### src/rtl/id_hazard_scoreboard.sv
// ID-stage pending-write scoreboard: tracks age and ready-latency per GPR plus
// a shared HI/LO entry, and derives stall, issue and operand forward selects.

module id_hs_entry #(
    parameter int DEPTH = 3,
    parameter int SEL_W = 2,
    parameter int LAT_W = 4
) (
    input  logic             clk,
    input  logic             rst,
    input  logic             wr_i,
    input  logic [LAT_W-1:0] lat_i,
    output logic [SEL_W-1:0] age_o,
    output logic [LAT_W-1:0] rdy_o
);
    localparam logic [SEL_W-1:0] DEP_S = SEL_W'(DEPTH);

    logic [SEL_W-1:0] age_q, age_d;
    logic [LAT_W-1:0] rdy_q, rdy_d;

    always_comb begin
        age_d = age_q;
        rdy_d = rdy_q;
        if (wr_i) begin
            age_d = SEL_W'(1);
            rdy_d = lat_i;
        end else begin
            // age past DEPTH means the value has landed in the regfile
            if (age_q != '0) age_d = (age_q == DEP_S) ? '0 : age_q + 1'b1;
            if (rdy_q != '0) rdy_d = rdy_q - 1'b1;
        end
    end

    always_ff @(posedge clk or negedge rst) begin
        if (!rst) begin
            age_q <= '0;
            rdy_q <= '0;
        end else begin
            age_q <= age_d;
            rdy_q <= rdy_d;
        end
    end

    assign age_o = age_q;
    assign rdy_o = rdy_q;
endmodule

module id_hazard_scoreboard #(
    parameter int NUM_REGS = 32,
    parameter int AW       = 5,
    parameter int DEPTH    = 3,
    parameter int SEL_W    = 2,
    parameter int LAT_W    = 4
) (
    input  logic             clk,
    input  logic             rst,
    input  logic             id_valid,
    input  logic             flush,
    input  logic [AW-1:0]    id_rs,
    input  logic             id_rs_ren,
    input  logic [AW-1:0]    id_rt,
    input  logic             id_rt_ren,
    input  logic [AW-1:0]    id_rd,
    input  logic             id_rd_wen,
    input  logic [LAT_W-1:0] id_rd_lat,
    input  logic             id_hilo_ren,
    input  logic             id_hilo_wen,
    input  logic [LAT_W-1:0] id_hilo_lat,
    output logic             issue,
    output logic             stall,
    output logic [SEL_W-1:0] rs_fwd_sel,
    output logic [SEL_W-1:0] rt_fwd_sel,
    output logic [SEL_W-1:0] hilo_fwd_sel,
    output logic [31:0]      stall_count
);
    localparam logic [LAT_W-1:0] LMAX = LAT_W'(DEPTH - 1);

    logic [NUM_REGS-1:0][SEL_W-1:0] age_gpr;
    logic [NUM_REGS-1:0][LAT_W-1:0] rdy_gpr;
    logic [SEL_W-1:0] age_hl;
    logic [LAT_W-1:0] rdy_hl;
    logic [LAT_W-1:0] rd_lat_c, hl_lat_c;
    logic             rs_rd, rt_rd, hz_rs, hz_rt, hz_hl_r, hz_hl_w, go;
    logic [31:0]      stall_count_q, stall_count_d;

    assign rd_lat_c = (id_rd_lat   > LMAX) ? LMAX : id_rd_lat;
    assign hl_lat_c = (id_hilo_lat > LMAX) ? LMAX : id_hilo_lat;

    assign age_gpr[0] = '0;
    assign rdy_gpr[0] = '0;

    genvar r;
    generate
        for (r = 1; r < NUM_REGS; r++) begin : g_gpr
            id_hs_entry #(.DEPTH(DEPTH), .SEL_W(SEL_W), .LAT_W(LAT_W)) u_ent (
                .clk   (clk),
                .rst   (rst),
                .wr_i  (issue && id_rd_wen && (id_rd == AW'(r))),
                .lat_i (rd_lat_c),
                .age_o (age_gpr[r]),
                .rdy_o (rdy_gpr[r])
            );
        end
    endgenerate

    id_hs_entry #(.DEPTH(DEPTH), .SEL_W(SEL_W), .LAT_W(LAT_W)) u_hl (
        .clk   (clk),
        .rst   (rst),
        .wr_i  (issue && id_hilo_wen),
        .lat_i (hl_lat_c),
        .age_o (age_hl),
        .rdy_o (rdy_hl)
    );

    assign rs_rd   = id_rs_ren && (id_rs != '0);
    assign rt_rd   = id_rt_ren && (id_rt != '0);
    assign hz_rs   = rs_rd && (age_gpr[id_rs] != '0) && (rdy_gpr[id_rs] != '0);
    assign hz_rt   = rt_rd && (age_gpr[id_rt] != '0) && (rdy_gpr[id_rt] != '0);
    assign hz_hl_r = id_hilo_ren && (age_hl != '0) && (rdy_hl != '0);
    // single multi-cycle unit: a new HI/LO writer waits for the busy one
    assign hz_hl_w = id_hilo_wen && (rdy_hl != '0);

    // gated by rst so both drop the moment reset asserts
    assign go    = rst && id_valid && !flush;
    assign stall = go && (hz_rs || hz_rt || hz_hl_r || hz_hl_w);
    assign issue = go && !stall;

    assign rs_fwd_sel   = rs_rd ? age_gpr[id_rs] : '0;
    assign rt_fwd_sel   = rt_rd ? age_gpr[id_rt] : '0;
    assign hilo_fwd_sel = id_hilo_ren ? age_hl : '0;

    always_comb begin
        stall_count_d = stall_count_q;
        if (stall && (stall_count_q != 32'hFFFF_FFFF)) stall_count_d = stall_count_q + 32'd1;
    end

    always_ff @(posedge clk or negedge rst) begin
        if (!rst) stall_count_q <= '0;
        else      stall_count_q <= stall_count_d;
    end

    assign stall_count = stall_count_q;
endmodule

### config.mk
export PLATFORM = sky130hd
export DESIGN_NAME = id_hazard_scoreboard
export DESIGN_NICKNAME = d
export VERILOG_FILES = /design/src/rtl/id_hazard_scoreboard.sv
export SDC_FILE = /design/constraint.sdc
export NUM_CORES = 1
export LEC_CHECK = 0
export CELL_PAD_IN_SITES_DETAIL_PLACEMENT = 1
export CELL_PAD_IN_SITES_GLOBAL_PLACEMENT = 2
export CORE_AREA = 2 2 167 234
export DETAILED_ROUTE_END_ITERATION = 10
export DIE_AREA = 0 0 169 236
export PLACE_DENSITY_LB_ADDON = 0.1
export SLEW_MARGIN = 20
export SYNTH_ARGS = -nofsm -noshare
export SYNTH_HDL_FRONTEND = slang
export SYNTH_SLANG_ARGS = --single-unit
### constraint.sdc
create_clock -name clk -period 3.4 [get_ports clk]
set_input_delay 0.34 -clock clk [delete_from_list [all_inputs] [get_ports clk]]
set_output_delay 0.34 -clock clk [all_outputs]
set_load 0.1 [all_outputs]
==> results of run 1 <==
==> repair_timing <==
action                                  4_1_cts  5_1_grt
hold endpoints to repair                     39        0
endpoints found under the setup margin        9      159
cloned                                        0        2
pin swaps                                     6        8
gates resized for setup                      28       78
setup buffers                                 7       14
hold buffers                                  1        0
==> cell type report <==
cell class	instances	area, µm²	share of cell area (%)
multi-input combinational	1059	8720	47.5
sequential	224	5610	30.6
timing repair buffer	203	2020	11.0
clock buffer	38	777	4.23
tap	478	598	3.26
inverter	144	541	2.94
clock inverter	7	85.1	0.464
antenna	1	2.50	0.0136
==> metal layers <==
layer,up-vias,wire length (µm),part of all wire (%),global-route usage (%)
met3,70,1190,2.8,2.20
met5,-,11,0.026,0
li1,5554,-,-,-
met1,5878,17300,41,25.8
met4,2,1210,2.9,6.92
met2,165,22100,53,39.5
==> critical path, cell delays in order, from the launching register on <==
cell	delay [ns]
dfrtp_1	0.39
or4_4	0.59
mux4_2	0.49
mux2_4	0.31
nand3_2	0.08
o211ai_1	0.09
o21a_2	0.24
buf_6	0.12
o21ai_4	0.22
inv_2	0.07
buf_12	0.17
==> cell usage in the layout (no fill, tap or decap), types with 10 or more instances in the layout <==
cell	netlist	final
mux2i_1	99	99
or4_4	2	12
nand2_1	91	91
a21oi_1	58	57
nand3b_1	24	24
or3_1	28	28
a211o_1	16	16
o21ai_0	41	41
buf_4	5	98
xor2_1	28	28
clkbuf_16	0	29
nand3_1	20	19
o31ai_1	10	10
nand2b_1	50	50
buf_6	3	19
buf_12	1	17
inv_1	143	142
and3_4	0	14
dfrtp_1	224	222
mux4_2	39	39
mux2_2	28	27
or2_2	11	11
xnor2_1	35	35
nor3_1	73	70
clkdlybuf4s50_1	0	60
nor4_1	14	14
nor2_1	111	110
ha_1	128	128
==> power groups by stage <==
stage	combinational [mW]	clock, mW	sequential, mW
CTS	7.77	2.97	5.37
finish	8.00	2.88	5.36
detailed placement	7.55	0	5.40
global route	9.09	3.06	5.59
floorplan	5.45	0	5.17
global placement	7.17	0	5.35
==> through the flow <==
stage	setup slack (ns)	area, µm²	hold WS [ns]
6_report	-0.290	18400	0.370
2_1_floorplan	-0.106	14900	0.0444
3_3_place_gp	-0.0746	16900	0.474
3_5_place_dp	-0.176	16900	0.480
4_1_cts	-0.314	17900	0.353
5_1_grt	-0.385	18400	0.380
==> final timing paths <==
check	cells past startpoint	from	to	slack, ns
max in group asynchronous	4	rst	stall_count[17]	1.61
worst max register to register	14	g_gpr[12].u_ent.rdy_o[2]	g_gpr[12].u_ent.rdy_o[1]	-0.14
worst min register to register	1	stall_count[16]	stall_count[16]	0.48
min in group asynchronous	3	rst	g_gpr[22].u_ent.age_o[1]	0.52
worst min-delay path	3	id_hilo_lat[0]	u_hl.rdy_o[0]	0.37
worst max-delay path	10	g_gpr[12].u_ent.rdy_o[2]	stall	-0.29
==> state kept, by name, indices dropped and copies added, names as in the netlist <==
signal	flops
g_gpr.u_ent.age_o	62
g_gpr.u_ent.rdy_o	124
u_hl.age_o	2
u_hl.rdy_o	4
stall_count	32
==> cells by family (layout without fill, tap and decap cells) <==
kind of cell / count (synthesis) / after routing
fa+ha+maj: 128 / 128
xor+xnor: 63 / 63
compound gates: 166 / 166
mux: 166 / 166
simple gates: 536 / 536
flops: 224 / 224
buf+inv: 204 / 392
other cells: 0 / 1
==> results by group, run 1 <==
Yosys
  – Mapped Avg Cell Area: 10.0 µm²
  – Sequential-to-total area share from yosys stat: 37.6%
  – Ys async rst share: 100%
  – Main combinational cell family by area after synthesis: simple AND/OR/NAND/NOR gates
  – Post-synthesis mux area share: 14.7%
  – Synth top cells by count: dfrtp_1, inv_1, ha_1
  – Most numerous cell in the Yosys netlist: dfrtp_1
  – Simple-Gate Fraction of Synth Area: 20.4%
  – Cell variety after synth: 67
  – Ys flop type: dfrtp_1
  – Seq cells post-synth: 224
  – EDFF count, synth: 0
  – Post-synth top area cell: dfrtp_1
  – Post-synth top area share: between 30% and 40%
  – Post-synthesis xor/xnor area fraction: between 3 and 4%
  – Post-synthesis adder-cell area fraction: 10.7%
  – Post-synthesis compound-gate area fraction: 7.09%
  – Syn_nets: ~1600
  – Synthesized area: 14900 µm²
  – Warnings, synthesis: 0
  – Area contributors post-synth: dfrtp_1, ha_1, mux2i_1
  – Syn Inst Count: 1487

Timing
  – Final-report hold violation count: 0
  – RSZ-0062 raised after global routing: yes
  – Sum Neg Setup Slack: -10.20 ns
  – Worst-Margin Slew: 1.01 ns
  – Achievable Freq: between 200 and 300 MHz
  – Clock Skews: 0.0283 ns
  – Final Slew Violations: 0
  – Worst Setup Slack, final: -0.290 ns
  – Post-route minimum period: 3.69 ns
  – Slew headroom: between 30 and 40%
  – Final period utilization: 109%
  – Final setup fails: about 140

CTS
  – CTS Buf Count: 26
  – CTS tree: yes
  – Clock Tree Root: clkbuf_16
  – Clock Sinks: 224
  – Clock-pin slew of the registers on the worst-case setup and hold paths: 0.06 ns
  – H-tree depth: 1
  – Clock Latency Late Sink: 0.56 ns
  – Clk buf depth: 3

Power and ir drop
  – Clock power share: roughly 18%
  – Switching Fraction: 40.5%
  – Pleak: 8.81 nW
  – Comb power frac: 49.3%
  – Psw: 6.57 mW
  – Pwr Density: ~900 nW/µm²
  – Maximum VDD drop: 0.469 mV
  – Seq pwr share: 33.0%
  – Internal power: 9.67 mW
  – Total power draw: 16.2 mW

Global routing
  – Initial antenna violation count: 2
  – Total grt overflow: 0
  – Largest net degree at the start of global routing: 123
  – GRT Total Usage: 21.3%
  – Vias in the first global route: 12547
  – First-pass GRT wire length: 67.7 mm

Critical path
  – CP arrival: 3.35 ns
  – Critical Path Start Type: flop
  – Crit Path Max Fanout: 3
  – Crit Path Category: flop to output port
  – Crit path required time: 3.06 ns
  – Critical Path End Type: output port

Routing
  – Vias/cell: 5.42
  – Antenna violation net count after detailed routing: 0
  – 1st-iter DRT viols: 487
  – Drt total wl: 41.9 mm
  – DRT Pass-1 Iters: 4
  – Via count: 11669
  – Routed WL per cell: 19.4 µm
  – # DRC: 0

Run status
  – Status: finished with violations
  – Failing checks: setup timing

Placed design
  – Post-DP HPWL: 31.2 mm
  – Gpl congestion: ~0.85
  – Port bufs: 71
  – Placed cells: 2084

Die
  – Core area: 38100 µm²
  – I/O pin count: 72
  – Die ar.: 39900 µm²
  – FP Rows: 85
  – Die height: roughly 240 µm
  – Die W: 169 µm
  – Initial Util: approximately two fifths

Run
  – MaxCap Viol Count: 0

Cells and area
  – Layout cell share with drive strength beyond 1: roughly a fifth
  – Fillers: 4227
  – Nets: 1818
  – Synth-to-Final Area Change: 23.2%
  – Non-filler cells, final: 2154
  – Utilization after layout: 48.2%

Hold path
  – Hold Crit Class: input pin to flop
Note: power is estimated with default switching activity, not from simulation.
==> run 2: changes to the inputs <==
CELL_PAD_IN_SITES_DETAIL_PLACEMENT = not set   (was 1)
CELL_PAD_IN_SITES_GLOBAL_PLACEMENT = not set   (was 2)
CORE_AREA = 2 2 137 192   (was 2 2 167 234)
CTS_CLUSTER_SIZE = 14   (was not set)
DIE_AREA = 0 0 139 194   (was 0 0 169 236)
PLACE_DENSITY = 0.78   (was not set)
PLACE_DENSITY_LB_ADDON = not set   (was 0.1)
==> run 2 against run 1 <==
Critical path type unchanged. Largest cell class unchanged. Hold slack got worse by 0.13 ns. The flow still finishes with violations (setup timing). Count of clock-buffer cells in the layout decreased by 11. Clock skew decreased by 0.019 ns. Clock power decreased by 1%.
==> results by group, run 2 (synthesis gave the netlist of run 1 again) <==
Critical path
  – CP Cell Sequence: or4_4 > mux4_2 > or2_1 > a211oi_2 > a211oi_1 > o21a_2 > o21ai_4 > inv_2 > buf_12
  – Critical Path Slowest Stage Cell: or4_4
  – Critical path's largest stage delay: 0.56 ns
  – Crit Path Max Fanout: 3
  – Buf/Inv on CP: 2
  – CP arrival: 3.25 ns
  – Crit Path Category: flop to output port
  – Critical Path End Type: output port
  – Delay-heaviest family, CP: simple AND/OR/NAND/NOR gates
  – Critical Path Start Type: flop
  – Crit path required time: 3.06 ns

Power and ir drop
  – Pleak: ~8.6 nW
  – Comb power frac: 48.0%
  – Internal power: 9.36 mW
  – Seq pwr share: 33.9%
  – Switching Fraction: 40.4%
  – Pwr Density: between 800 and 900 nW/µm²
  – Psw: 6.34 mW
  – Total power draw: 15.7 mW
  – Maximum VDD drop: 0.767 mV
  – Clock power share: 18.1%

Timing
  – Final setup fails: 2
  – WHS: ~0.24 ns
  – Final-report hold violation count: 0
  – Worst-Margin Slew: a little over 1 ns
  – Slew headroom: 32.3%
  – Achievable Freq: 279 MHz
  – Worst Setup Slack, final: -0.185 ns
  – RSZ-0062 raised after global routing: yes
  – Final period utilization: 105%
  – Clock Skews: about 0.0093 ns
  – Post-route minimum period: 3.59 ns
  – Final Slew Violations: 0

Cells and area
  – Largest register FFs: 124
  – # diodes: 0
  – Non-filler cells, final: 1957
  – Layout cell share with drive strength beyond 1: approximately 17%
  – Nets: 1782
  – Commonest non-fill, non-tap cell in the layout: dfrtp_1
  – Fillers: ~1900
  – Synth-to-Final Area Change: 18.1%
  – Utilization after layout: between 60% and 70%
  – Commonest cells after routing, fill and taps aside: dfrtp_1, inv_1, ha_1

Routing
  – 1st-iter DRT viols: 641
  – # DRC: 0
  – DRT Pass-1 Iters: 6
  – Drt total wl: 35.3 mm
  – Antenna violation net count after detailed routing: 0
  – Vias/cell: 5.92
  – Via count: 11578
  – Routed WL per cell: 18.0 µm

Global routing
  – Total grt overflow: 0
  – Vias in the first global route: 11971
  – First-pass GRT wire length: just under 60 mm
  – Largest net degree at the start of global routing: 76
  – Initial antenna violation count: 0
  – GRT Total Usage: around a quarter

Run status
  – Status: finished with violations
  – Failing checks: setup timing

Hold path
  – Hold Crit Class: input pin to async pin

Die
  – Die height: 194 µm
  – Die ar.: 27000 µm²
  – I/O pin count: 72
  – Initial Util: 59.1%
  – Core area: between 20000 and 30000 µm²
  – FP Rows: 69
  – Die W: 139 µm

CTS
  – CTS tree: yes
  – Clock Sinks: 224
  – Clock Tree Root: clkbuf_16
  – Clock-pin slew of the registers on the worst-case setup and hold paths: ~0.060 ns
  – H-tree depth: 1
  – Clock Latency Late Sink: around 0.53 ns
  – Clk buf depth: 3
  – CTS Buf Count: 24

Placed design
  – Post-DP HPWL: 25.5 mm
  – Gpl congestion: 0.923
  – Port bufs: 71
  – Placed cells: between 1500 and 2000

Run
  – MaxCap Viol Count: 0
-- run 2: cell count changes in the layout (fill, tap and decap cells not counted), sizes merged, moves of 2 or more --
cell,delta
buf,-34
bufinv,+3
clkinv,+3
clkbuf,-13
clkdlybuf4s50,+2
-- run 2: area by class of cell --
| type | count | area [µm²] | share of cell area, % |
|---|---|---|---|
| Multi-Input combinational cell | 1059 | 8560 | 48.7 |
| Clock buffer | 27 | 632 | 3.59 |
| Sequential cell | 224 | 5610 | 31.9 |
| Inverter | 144 | 541 | 3.07 |
| Timing Repair Buffer | 169 | 1640 | 9.31 |
| Clock inverter | 15 | 218 | 1.24 |
| Tap cell | 319 | 399 | 2.27 |
-- run 2: metrics by stage --
stage               setup WS [ns]  setup TNS [ns]  cell area (µm²)
floorplan                  -0.106          -0.253            14900
global placement          -0.0934           -3.60            16500
detailed placement         -0.174          -13.01            16500
finish                     -0.185          -0.368            17600
CTS                        -0.182          -0.324            17500
global route               -0.261          -0.591            17600
-- run 2: path summary, 6_finish.rpt --
check	start	endpoint	slack [ns]	cells after the start
worst max-delay path	g_gpr[19].u_ent.rdy_o[1]	stall	-0.19	9
worst min-delay path	rst	g_gpr[1].u_ent.rdy_o[2]	0.24	2
worst max register to register	g_gpr[19].u_ent.rdy_o[1]	stall_count[8]	0.06	13
worst min register to register	stall_count[16]	stall_count[16]	0.48	1
max in group asynchronous	rst	stall_count[0]	1.20	4
min in group clk	id_hilo_lat[0]	u_hl.rdy_o[0]	0.35	3
-- run 2: repair_timing --
action,CTS,global route
buffers inserted,16,8
resized for setup,16,17
hold buffers,1,0
pin swaps,10,5
setup endpoints to repair,3,45
endpoints found under the hold margin,22,0
-- run 2: power groups by stage --
stage | sequential (mW) | clock, mW | combinational (mW)
2_1_floorplan | 5.17 | 0 | 5.45
5_1_grt | 5.52 | 2.98 | 8.51
6_report | 5.33 | 2.84 | 7.54
3_3_place_gp | 5.27 | 0 | 6.76
3_5_place_dp | 5.36 | 0 | 7.18
4_1_cts | 5.30 | 2.88 | 7.50
-- run 2: metal layers --
metal  share of wire, %  track usage (%)  vias to the layer above
met5                  0                0                        -
met4                3.8             9.95                        0
met3                5.5             4.35                       84
met2                 52             47.7                      282
met1                 39             31.3                     5734
li1                   -                -                     5478
-- run 2: worst reg2reg max path, delay by kind of cell (launching register included) --
kind	cells	cell delay (ns)
and+or+nand+nor	3	0.85
AOI/OAI and AO/OA	4	0.79
xor gates and xnor gates	1	0.15
DFF	1	0.39
muxes	1	0.49
buffers and inverters	4	0.53
==> run 3: changes to the inputs <==
TNS_END_PERCENT = 10   (was not set)
==> run 3 against run 2 <==
The run still ends with setup timing left. Flip-flop and latch count unchanged. First-iteration DRC count increased by 22%. Global-route usage decreased by 0.42 points. Critical path depth unchanged. Worst setup slack got worse by 0.20 ns. Non-clock buffer count increased by 8. Sequential power increased by 0.8%. Highest routed layer unchanged. Clock skew increased by 0.00087 ns. Fmax decreased by 5.4%. Largest cell class unchanged. Combinational power increased by 1%. Final area increased by 0.62%. Clock power decreased by 7.4%.
==> results by group, run 3 (synthesis gave the netlist of run 1 again) <==
Cells and area
  – Nets: ~1800
  – Commonest non-fill, non-tap cell in the layout: dfrtp_1
  – Finished Cell Area: 17700 µm²
  – Commonest cells after routing, fill and taps aside: dfrtp_1, inv_1, ha_1
  – Synth-to-Final Area Change: 18.8%
  – Largest register FFs: 124
  – # diodes: 0
  – Non-filler cells, final: 1963
  – Layout cell share with drive strength beyond 1: 17.3%

Run status
  – Status: finished with violations
  – Failing checks: setup timing

Critical path
  – Critical Path End Type: output port
  – Crit Path Max Fanout: 3
  – Critical Path Slowest Stage Cell: or4_4
  – Crit path required time: between 3 and 4 ns
  – Critical path's largest stage delay: 0.57 ns
  – CP Cell Sequence: or4_4 > mux4_2 > or2_1 > a211oi_2 > a211oi_1 > o21a_2 > buf_4 > nor3_4 > buf_12
  – Critical Path Start Type: flop
  – Crit Path Category: flop to output port
  – Delay-heaviest family, CP: simple AND/OR/NAND/NOR gates
  – CP arrival: ~3.5 ns
  – Buf/Inv on CP: 2

Die
  – Initial Util: 59.1%
  – Die ar.: 27000 µm²
  – I/O pin count: 72
  – FP Rows: 69
  – Core area: 25200 µm²
  – Die height: 194 µm
  – Die W: 139 µm

Placed design
  – Gpl congestion: ~0.94
  – Port bufs: 71
  – Placed cells: 1901
  – Post-DP HPWL: 25.6 mm
  – Post-place instance area: 16500 µm²
  – Pre-CTS WS: -0.103 ns

Routing
  – DRT Pass-1 Iters: 5
  – Drt total wl: 36.1 mm
  – Vias/cell: between 6 and 7
  – Antenna violation net count after detailed routing: 0
  – 1st-iter DRT viols: ~780
  – Via count: 11821
  – # DRC: 0
  – Routed WL per cell: 18.4 µm

CTS
  – H-tree depth: 1
  – Clock Sinks: 224
  – CTS tree: yes
  – Clock-pin slew of the registers on the worst-case setup and hold paths: 0.07 ns
  – Clock Latency Late Sink: 0.51 ns
  – CTS Buf Count: 23
  – Clk buf depth: 3
  – Clock Tree Root: clkbuf_16

Global routing
  – First-pass GRT wire length: roughly 58 mm
  – GRT Total Usage: 25.9%
  – Largest net degree at the start of global routing: 81
  – Initial antenna violation count: 0
  – Total grt overflow: 0
  – Vias in the first global route: 11757

Power and ir drop
  – Pwr Density: 883 nW/µm²
  – Psw: 6.38 mW
  – Maximum VDD drop: between 0.6 and 0.7 mV
  – Internal power: 9.26 mW
  – Pleak: 8.60 nW
  – Switching Fraction: a little over 40%
  – Seq pwr share: 34.4%
  – Comb power frac: between 40% and 50%
  – Total power draw: around 16 mW
  – Clock power share: 16.8%

Timing
  – Final Slew Violations: 0
  – Achievable Freq: 264 MHz
  – RSZ-0062 raised after global routing: yes
  – Clock Skews: 0.0102 ns
  – Final period utilization: 111%
  – Final-report hold violation count: 0
  – Final setup fails: 113
  – Slew headroom: 32.8%
  – Post-route minimum period: 3.79 ns
  – Sum Neg Setup Slack: -5.48 ns
  – Worst Setup Slack, final: -0.389 ns
  – Worst-Margin Slew: 1.00 ns

Run
  – MaxCap Viol Count: 0

Hold path
  – Hold Crit Class: input pin to async pin
-- run 3: changes by cell type in the layout (fill, tap and decap cells not counted), sizes merged --
cell / change
bufinv: -2
clkbuf: +8
buf: +5
clkinv: -5
-- run 3: worst paths after layout --
path / startpoint / to / slack (ns) / cells past startpoint
worst max-delay path: g_gpr[17].u_ent.rdy_o[1] / issue / -0.39 / 9
worst min-delay path: rst / g_gpr[13].u_ent.rdy_o[2] / 0.27 / 2
worst max register to register: g_gpr[17].u_ent.rdy_o[1] / g_gpr[13].u_ent.rdy_o[3] / -0.15 / 14
worst min register to register: stall_count[16] / stall_count[16] / 0.49 / 1
max in group asynchronous: rst / g_gpr[5].u_ent.age_o[0] / 1.36 / 4
min in group clk: id_hilo_lat[0] / u_hl.rdy_o[0] / 0.39 / 3
-- run 3: layout make-up --
type                            count  area (µm²)
Fill cell                        1812        7500
Clock inverter                      8         121
Clock buffer                       32         649
Multi-Input combinational cell   1059        8640
Timing Repair Buffer              177        1750
Inverter                          144         541
Tap cell                          319         399
Sequential cell                   224        5610
-- run 3: power by group through the flow --
stage | clock [mW] | combinational (mW) | sequential [mW]
after floorplan | 0 | 5.45 | 5.17
after global placement | 0 | 6.75 | 5.27
after CTS | 2.67 | 7.30 | 5.32
after global routing | 2.76 | 8.57 | 5.55
after detailed placement | 0 | 7.19 | 5.34
final | 2.63 | 7.63 | 5.37
-- run 3: timing repair --
action                                  4_1_cts  5_1_grt
cloned                                        0        4
setup buffers                                 2       15
hold endpoints to repair                     24        0
hold buffers                                  1        0
resized for setup                             9       57
pin swaps                                     3        9
endpoints found under the setup margin        2      112
-- run 3: stage by stage --
step,util [%],hold WS [ns]
2_1_floorplan,-,0.0444
3_3_place_gp,65.4,0.214
3_5_place_dp,65.4,0.218
4_1_cts,68.7,0.275
5_1_grt,70.2,0.283
6_report,70.2,0.271
-- run 3: worst register-to-register path: stages, from the launching register on --
cell	delay, ns
dfrtp_1	0.39
or4_4	0.57
mux4_2	0.51
or2_1	0.24
a211oi_2	0.26
a211oi_1	0.09
o21a_2	0.23
buf_4	0.13
buf_4	0.13
nor2_4	0.11
buf_6	0.14
clkbuf_16	0.15
buf_4	0.12
nand4_4	0.15
and2_1	0.22
-- run 3: per-layer routing --
| layer | share of wire, % | up-vias | track usage (%) |
|---|---|---|---|
| met5 | 0 | - | 0 |
| met1 | 38 | 5781 | 30.6 |
| met3 | 5.7 | 138 | 3.61 |
| met4 | 5.4 | 0 | 11.2 |
| li1 | - | 5493 | - |
| met2 | 51 | 409 | 47.0 |
